[src/rtl/see_pkg.sv]
// see_pkg: shared widths and loader FSM states for the SNN weight path.
package see_pkg;
    localparam int SEE_DATA_W = 32;
    localparam int SEE_ADDR_W = 10;
    typedef enum logic [1:0] {
        LD_IDLE = 2'd0,
        LD_LOAD = 2'd1,
        LD_DONE = 2'd2
    } ld_state_e;
endpackage

[src/rtl/see_weight_loader_if.sv]
// see_weight_loader_if: command, stream and BRAM port-B write signals of the weight loader.
interface see_weight_loader_if import see_pkg::*; #(
    parameter int DATA_W = SEE_DATA_W,
    parameter int ADDR_W = SEE_ADDR_W
) ();
    logic              i_start;
    logic [ADDR_W-1:0] i_base_addr;
    logic [ADDR_W:0]   i_len;
    logic              i_s_valid;
    logic              o_s_ready;
    logic [DATA_W-1:0] i_s_data;
    logic              i_s_last;
    logic              o_wr_en_b;
    logic [ADDR_W-1:0] o_wr_addr_b;
    logic [DATA_W-1:0] o_wr_data_b;
    logic              o_busy;
    logic              o_done;
    logic              o_err;
    logic [DATA_W-1:0] o_checksum;

    modport slave (
        input  i_start, i_base_addr, i_len, i_s_valid, i_s_data, i_s_last,
        output o_s_ready, o_wr_en_b, o_wr_addr_b, o_wr_data_b, o_busy, o_done, o_err, o_checksum
    );
    modport master (
        output i_start, i_base_addr, i_len, i_s_valid, i_s_data, i_s_last,
        input  o_s_ready, o_wr_en_b, o_wr_addr_b, o_wr_data_b, o_busy, o_done, o_err, o_checksum
    );
endinterface

[src/rtl/see_wr_stage.sv]
// see_wr_stage: one-cycle write-issue register; addr/data hold when no write is issued.
module see_wr_stage import see_pkg::*; #(
    parameter int DATA_W = SEE_DATA_W,
    parameter int ADDR_W = SEE_ADDR_W
) (
    input  logic              clk,
    input  logic              rst_n,
    input  logic              en_i,
    input  logic [ADDR_W-1:0] addr_i,
    input  logic [DATA_W-1:0] data_i,
    output logic              en_o,
    output logic [ADDR_W-1:0] addr_o,
    output logic [DATA_W-1:0] data_o
);
    logic              en_q;
    logic [ADDR_W-1:0] addr_q;
    logic [DATA_W-1:0] data_q;

    always_ff @(posedge clk) begin
        if (!rst_n) begin
            en_q   <= 1'b0;
            addr_q <= '0;
            data_q <= '0;
        end else begin
            en_q <= en_i;
            if (en_i) begin
                addr_q <= addr_i;
                data_q <= data_i;
            end
        end
    end

    assign en_o   = en_q;
    assign addr_o = addr_q;
    assign data_o = data_q;
endmodule

[src/rtl/see_weight_loader.sv]
// see_weight_loader: writes a framed valid/ready word stream into consecutive BRAM port-B
// addresses, reporting completion, framing error and a wrapping checksum.
module see_weight_loader import see_pkg::*; #(
    parameter int DATA_W = SEE_DATA_W,
    parameter int ADDR_W = SEE_ADDR_W
) (
    input logic           clk,
    input logic           rst_n,
    see_weight_loader_if.slave bus
);
    localparam logic [1:0] IDLE = LD_IDLE;
    localparam logic [1:0] LOAD = LD_LOAD;
    localparam logic [1:0] DONE = LD_DONE;
    localparam logic [ADDR_W:0] DEPTH = {1'b1, {ADDR_W{1'b0}}};

    logic [1:0]        state_q, state_d;
    logic [ADDR_W-1:0] addr_q, addr_d;
    logic [ADDR_W:0]   cnt_q, cnt_d;
    logic [DATA_W-1:0] sum_q, sum_d;
    logic              err_q, err_d, done_q;
    logic              beat, len_zero, len_over, cnt_one;

    always_comb begin
        beat     = bus.i_s_valid && state_q == LOAD;
        len_zero = bus.i_len == '0;
        len_over = bus.i_len > DEPTH;
        cnt_one  = cnt_q == (ADDR_W+1)'(1);
        state_d  = state_q;
        addr_d   = addr_q;
        cnt_d    = cnt_q;
        sum_d    = sum_q;
        err_d    = err_q;
        if (state_q == IDLE && bus.i_start) begin
            state_d = (len_zero || len_over) ? DONE : LOAD;
            addr_d  = bus.i_base_addr;
            cnt_d   = bus.i_len;
            sum_d   = '0;
            err_d   = len_over;
        end else if (beat) begin
            addr_d = addr_q + 1'b1;
            cnt_d  = cnt_q - 1'b1;
            sum_d  = sum_q + bus.i_s_data;
            // Frame ends on whichever comes first; a mismatch between the two is a framing error.
            if (cnt_one || bus.i_s_last) begin
                state_d = DONE;
                err_d   = cnt_one != bus.i_s_last;
            end
        end else if (state_q != LOAD) begin
            state_d = IDLE;
        end
    end

    always_ff @(posedge clk) begin
        if (!rst_n) begin
            state_q <= IDLE;
            addr_q  <= '0;
            cnt_q   <= '0;
            sum_q   <= '0;
            err_q   <= 1'b0;
            done_q  <= 1'b0;
        end else begin
            state_q <= state_d;
            addr_q  <= addr_d;
            cnt_q   <= cnt_d;
            sum_q   <= sum_d;
            err_q   <= err_d;
            done_q  <= state_q == DONE;
        end
    end

    see_wr_stage #(.DATA_W(DATA_W), .ADDR_W(ADDR_W)) u_wr (
        .clk    (clk),
        .rst_n  (rst_n),
        .en_i   (beat),
        .addr_i (addr_q),
        .data_i (bus.i_s_data),
        .en_o   (bus.o_wr_en_b),
        .addr_o (bus.o_wr_addr_b),
        .data_o (bus.o_wr_data_b)
    );

    assign bus.o_s_ready  = state_q == LOAD;
    assign bus.o_busy     = state_q != IDLE;
    assign bus.o_done     = done_q;
    assign bus.o_err      = err_q;
    assign bus.o_checksum = sum_q;
endmodule

[src/flat_wrapper.sv]
// flat-port wrapper written by rule: the top's interface ports become plain ports
module see_weight_loader_flat import see_pkg::*;
#(
    parameter int DATA_W = SEE_DATA_W,
    parameter int ADDR_W = SEE_ADDR_W
)
  (clk, rst_n, bus_i_start, bus_i_base_addr, bus_i_len, bus_i_s_valid, bus_i_s_data, bus_i_s_last, bus_o_s_ready, bus_o_wr_en_b, bus_o_wr_addr_b, bus_o_wr_data_b, bus_o_busy, bus_o_done, bus_o_err, bus_o_checksum);
  see_weight_loader_if #(.DATA_W(DATA_W), .ADDR_W(ADDR_W)) bus_i ();
  input logic clk;
  input logic rst_n;
  input wire logic [$bits(bus_i.i_start)-1:0] bus_i_start;
  input wire logic [$bits(bus_i.i_base_addr)-1:0] bus_i_base_addr;
  input wire logic [$bits(bus_i.i_len)-1:0] bus_i_len;
  input wire logic [$bits(bus_i.i_s_valid)-1:0] bus_i_s_valid;
  input wire logic [$bits(bus_i.i_s_data)-1:0] bus_i_s_data;
  input wire logic [$bits(bus_i.i_s_last)-1:0] bus_i_s_last;
  output wire logic [$bits(bus_i.o_s_ready)-1:0] bus_o_s_ready;
  output wire logic [$bits(bus_i.o_wr_en_b)-1:0] bus_o_wr_en_b;
  output wire logic [$bits(bus_i.o_wr_addr_b)-1:0] bus_o_wr_addr_b;
  output wire logic [$bits(bus_i.o_wr_data_b)-1:0] bus_o_wr_data_b;
  output wire logic [$bits(bus_i.o_busy)-1:0] bus_o_busy;
  output wire logic [$bits(bus_i.o_done)-1:0] bus_o_done;
  output wire logic [$bits(bus_i.o_err)-1:0] bus_o_err;
  output wire logic [$bits(bus_i.o_checksum)-1:0] bus_o_checksum;
  assign bus_i.i_start = bus_i_start;
  assign bus_i.i_base_addr = bus_i_base_addr;
  assign bus_i.i_len = bus_i_len;
  assign bus_i.i_s_valid = bus_i_s_valid;
  assign bus_i.i_s_data = bus_i_s_data;
  assign bus_i.i_s_last = bus_i_s_last;
  assign bus_o_s_ready = bus_i.o_s_ready;
  assign bus_o_wr_en_b = bus_i.o_wr_en_b;
  assign bus_o_wr_addr_b = bus_i.o_wr_addr_b;
  assign bus_o_wr_data_b = bus_i.o_wr_data_b;
  assign bus_o_busy = bus_i.o_busy;
  assign bus_o_done = bus_i.o_done;
  assign bus_o_err = bus_i.o_err;
  assign bus_o_checksum = bus_i.o_checksum;
  see_weight_loader #(.DATA_W(DATA_W), .ADDR_W(ADDR_W)) u_core (.clk(clk), .rst_n(rst_n), .bus(bus_i));
endmodule
[config.mk]
export PLATFORM = sky130hd
export DESIGN_NAME = see_weight_loader_flat
export DESIGN_NICKNAME = d
export VERILOG_FILES = /design/src/rtl/see_pkg.sv /design/src/rtl/see_weight_loader_if.sv /design/src/rtl/see_wr_stage.sv /design/src/rtl/see_weight_loader.sv /design/src/flat_wrapper.sv
export SDC_FILE = /design/constraint.sdc
export NUM_CORES = 1
export LEC_CHECK = 0
export CORE_MARGIN = 8
export CORE_UTILIZATION = 28
export CTS_CLUSTER_SIZE = 10
export DETAILED_ROUTE_END_ITERATION = 7
export SYNTH_ARGS = -nofsm -noshare
export SYNTH_HDL_FRONTEND = slang
export SYNTH_SLANG_ARGS = --single-unit
[constraint.sdc]
create_clock -name clk -period 3.2 [get_ports clk]
set_input_delay 0.64 -clock clk [delete_from_list [all_inputs] [get_ports clk]]
set_output_delay 0.64 -clock clk [all_outputs]
set_load 0.03 [all_outputs]
Word-level counts from Yosys, hierarchy flattened
Cells that the tools add are included.
Operators by class
  $add $sub $neg: 3
  multiply operators: 0
  divide/modulo/power cells: 0
  order comparisons: 1
  equal/unequal tests: 6
  shifts and indexed selects: 0
  muxes and demuxes: 12
  bitwise operators: 1
  reductions and logical operators: 13
Operators by type and width (number)
  $add A32 B32 Y32: 1
  $mux W11: 2
  $mux W10: 2
  $eq A11 B1 Y1 const B: 1
  $gt A11 B11 Y1 const B: 1
  $logic_not A11 Y1: 1
  $sub A11 B1 Y11 const B: 1
  $add A10 B1 Y10 const B: 1
  $mux W2: 5
  $reduce_bool A2 Y1: 3
  $reduce_and A2 Y1: 2
  $mux W1: 3
  $ne A3 B1 Y1 const B: 1
  $reduce_bool A3 Y1: 1
  $eq A2 B1 Y1 const B: 1
  $eq A2 B2 Y1 const B: 1
  $logic_and A1 B1 Y1: 2
  $logic_not A2 Y1: 1
  $logic_or A1 B1 Y1: 2
  $ne A2 B1 Y1 const B: 1
  $reduce_or A2 Y1: 1
  $ne A1 B1 Y1: 1
  $not A1 Y1: 1
Word-level totals
  register bits after elaboration: 100
  latch bits: 0
  memory bits (writable): 0
  ROM bits: 0
  bits of input ports: 58
  output and inout bits: 79
  logic and storage cells: 45
  memories: 0

Logic depth before layout (Yosys ltp)
  word-level depth: 5
  mapped depth: 9

Modules after synthesis
From an unflattened synthesis, not the netlist that was laid out.
Second synthesis, totals
  cells, all modules: 682
  area, all modules: 5785.5 um^2
Modules (own cells, without submodules)
  see_weight_loader: times used 1, cells an instance 545, area an instance 4129.0 um^2, seq. area each 1141.1 um^2
  see_wr_stage: times used 1, cells an instance 137, area an instance 1656.6 um^2, seq. area each 860.8 um^2

Least setup slack after synthesis
OpenSTA, ideal clock, no wires.
  path kind: in2reg
  from: input bus_i_s_data[0]
  to: register u_core.sum_q[30] (netlist: u_core.bus.o_checksum[30])
  library setup time: 0.117 ns
  arrival: 2.732 ns
  required time: 3.083 ns
  slack: 0.350 ns
  stages on the path: 9
  path through: ha_1 -> fa_1 -> a21o_1 -> a221oi_2 -> or4_4 -> a21oi_4 -> o211a_1 -> or3_1 -> a32o_1
On the way
  longest elaborated chain between the ends: 1
RTL lines
  from (decl): line flat_wrapper.sv:15  | input wire logic [$bits(bus_i.i_s_data)-1:0] bus_i_s_data;
  $add A32 B32 Y32: line see_weight_loader.sv:42  | sum_d = sum_q + bus.i_s_data;
  to (signal assigned): line see_weight_loader.sv:65  | sum_q <= sum_d;
  to (decl): line see_weight_loader.sv:19  | logic [DATA_W-1:0] sum_q, sum_d;
Every way passes these cells.
A chain may end at the register's enable or synchronous reset.

Worst setup path in the final report
  from: input bus_i_s_data[0]
  to: register u_core.sum_q[28] (netlist: u_core.bus.o_checksum[28])
The elaborated chain is that of the path after synthesis.

==> summary.md <==
| Metric | Value |
|---|---|
| Status | finished clean |
| Synthesized area | 5640 sq um |
| Post-synth EDFFs | 0 |
| Fin crit period | between 3000 and 4000 ps |
| Worst path slowest cell | fa_1 |
| CTS buffer count | 9 |
| R2R setup slack | 470 ps |
| Initial antenna violation count | 0 |
| CTS tree | done |
| Reg2Reg Capture Point | u_core.bus.o_checksum[28] |
| Hold Fails Final Rpt | 0 |
| Hold buffer count at CTS | 0 |
| Critical Path RT | approximately 3500 ps |
| Setup WS pre-CTS | -239 ps |
| Relative slew slack | 48.3% |
| #FFs+latches synth | 100 |
| Area growth syn-to-layout | 37.9% |
| Drt first pass iters | 5 |
| Placed cell count | 1149 |
| Final hold slack | about 450 ps |
| Hold Path End | u_core.u_wr.data_o[0] |
| DIE WIDTH | roughly 160 microns |
| Post-CTS Resized | 0 |
| Synth Warn # | 0 |
| Max frequency | ~0.32 GHz |
| Total negative setup slack | 0 ps |
| Setup-failing EPs final | 0 |
| DRC errors left | 0 |
| Reg-to-Reg Start | u_core.bus.o_checksum[0] |
| Vias/cell | a little under 5 |
| Pin count of the biggest net entering global routing | between 60 and 70 |
| Clock Sink Count | 100 |
| Distinct cells, synth | 67 |
| Hold Path Depth | 2 |
| Routed met1 length | 8.44 mm |
| Syn_area_per_cell | 7.64 sq um |
| Worst Setup End Kind | flip-flop |
| Final nets | approximately 980 |
| Routed wire per std cell | roughly 16 microns |
| Core Rows | between 50 and 60 |
| Die H | 158 microns |
| Setup Crit Path Kind | in2reg |
| Met2 wire len | 8.26 mm |
| Worst R2R Path Depth | 10 |
| Vias in the first global route | approximately 5700 |
| Post-synth ARST share | 0% |
| GRT Total Usage | between 10% and 20% |
| Maximum fanout along the worst path | 4 |
| Antenna diodes | 0 |
| DP HPWL | ~14 mm |
| Postcts setup bufs | 0 |
| Share of layout cells above drive strength 1 | 7.71% |
| First-pass GRT wire length | roughly 30 mm |
| Syn Nets | ~830 |
| Power per Cell Area | 372 nW/um^2 |
| Period utilisation layout | a little over nine tenths |
| Leakage | approximately 3 nW |
| Port buffer count | 136 |
| DIE AREA | roughly 25000 sq um |
| I/O pin count | around 140 |
| Pins over their slew limit | 0 |
| Most used DFF post-synth | dfxtp_1 |
| Sequential area share after synthesis | 35.5% |
| Placed instance area | 7520 sq um |
| RSZ-0062 raised after global routing | no |
| Reg clk slew, reported paths | roughly 70 ps |
| Post-Syn Instances | 739 |
| Worst-Margin Slew | between 700 and 800 ps |
| Placer Congestion | about 0.85 |
| Initial drt markers | 460 |
| Crit-path cells | clkdlybuf4s50_1, ha_1, fa_1, a21o_1, a221oi_2, buf_4, o2bb2ai_1, o2111ai_1, a21oi_1, or3_1, a32o_1 |
| Max-cap viol count | 0 |
| Worst-skew pair later-pin latency | 350 ps |
| Non-Filler Instances | approximately 1200 |
| Core Util, Final | 38.8% |
| GRT overflow | 0 |
| Maximum buffer depth of the clock tree | 2 |
| Final Cell Area | between 7000 and 8000 sq um |
| Via count | between 5000 and 6000 |
| Met3 wire length | ~1.2 mm |
| Worst Path Arrival | 3360 ps |
| Worst hold start | u_core.u_wr.data_o[0] |
| Total power | between 2 and 3 mW |
| Top sig layer | met4 |
| Clock root buffer | clkbuf_16 |
| CORE AREA | 20000 sq um |
| Final wirelength | between 15 and 20 mm |
| Worst min path class | reg2reg |
| CP max stage delay | about 430 ps |
| Starting Density | between 20% and 30% |
| H-Tree Depth | 3 |
| Layout Skew | roughly 12 ps |
| Worst Slack Setup Final | roughly 85 ps |
| Post-route ant nets | 0 |
| Startpoint types | input pin |
| Worst VDD drop | about 0.25 mV |
[how the worst max path moves through the flow]
stage,start,to
4_1_cts,bus_i_s_data[0],u_core.bus.o_checksum[28]
6_report,bus_i_s_data[0],u_core.bus.o_checksum[28]
5_1_grt,bus_i_s_data[0],u_core.bus.o_checksum[28]
3_3_place_gp,bus_i_s_data[0],u_core.bus.o_checksum[28]
3_5_place_dp,bus_i_s_data[0],u_core.bus.o_checksum[28]
2_1_floorplan,bus_i_s_data[0],u_core.bus.o_checksum[30]
[metal layers]
layer / vias up / track usage, %
met1: 2666 / 19.1
met4: 0 / 4.80
met2: 137 / 23.4
li1: 2951 / -
met5: - / 0
met3: 25 / 4.12
[kinds of logic after synthesis]
kind of cell | synth area share [%]
AND/OR/NAND/NOR | 23.7
AO/OA/AOI/OAI | 25.8
flip-flops | 35.5
buffers and inverters | 3.57
adder cells (fa/ha/maj) | 8.12
XOR/XNOR | 2.79
multiplexers | 0.554
[flip-flops by register name, summed over array words and instances, names as in the netlist]
name / cells
u_core.u_wr.data_o: 32
u_core.bus.o_err: 1
u_core.addr_q: 10
u_core.state_q: 2
u_core.bus.o_checksum: 32
u_core.cnt_q: 11
u_core.bus.o_done: 1
u_core.u_wr.en_o: 1
u_core.u_wr.addr_o: 10
[cell usage in the layout, fill, tap and decap left out, drive strengths merged, types with 4 or more instances in the layout]
cell type / n
nor2: 40
nand3: 22
a31oi: 7
and3: 11
nor3b: 5
a21o: 10
and2: 5
buf: 42
xnor2: 9
clkdlybuf4s50: 136
nor3: 10
a221oi: 6
o21ai: 41
xor2: 9
a21oi: 115
inv: 15
or3: 10
ha: 35
o211ai: 10
clkbuf: 14
o21a: 6
nand4: 10
dfxtp: 100
and4: 4
nand2: 162
[synthesized netlist by cell type, types with 6 or more instances]
cell	number	area (sq um)
ha_1	35	438
o21a_1	6	45.0
nor2_1	39	146
nand3_1	22	110
o21ai_0	33	165
or3_1	9	56.3
dfxtp_1	100	2000
xnor2_1	9	78.8
nor3_1	9	45.0
nand2_1	162	608
clkbuf_1	32	120
nand4_1	10	62.6
inv_1	15	56.3
and3_1	11	68.8
xor2_1	9	78.8
o21ai_1	8	40.0
o211ai_1	10	75.1
a21o_1	10	75.1
a21oi_1	114	571
a31oi_1	7	43.8
[worst max-delay path: cells and delay by family]
kind	cells	cell delay (ps)
fa+ha+maj	2	640
buf+inv	2	590
simple gates	1	350
compound gates	6	1140
[power by group]
group,switching [mW],internal (mW)
Sequential,0.0361,1.29
Combinational,0.299,0.235
Clock,0.490,0.549
Total,0.826,2.07
[cell type report]
type | instances | area, sq um
fillers | 2144 | 12300
multi-input cells | 586 | 3440
flip-flops and latches | 100 | 2000
repair buffers | 178 | 1680
well taps | 270 | 338
clock buffers | 14 | 254
inverters | 15 | 56.3
clock inverters | 2 | 10.0
Power figures use the tool's default switching activity.
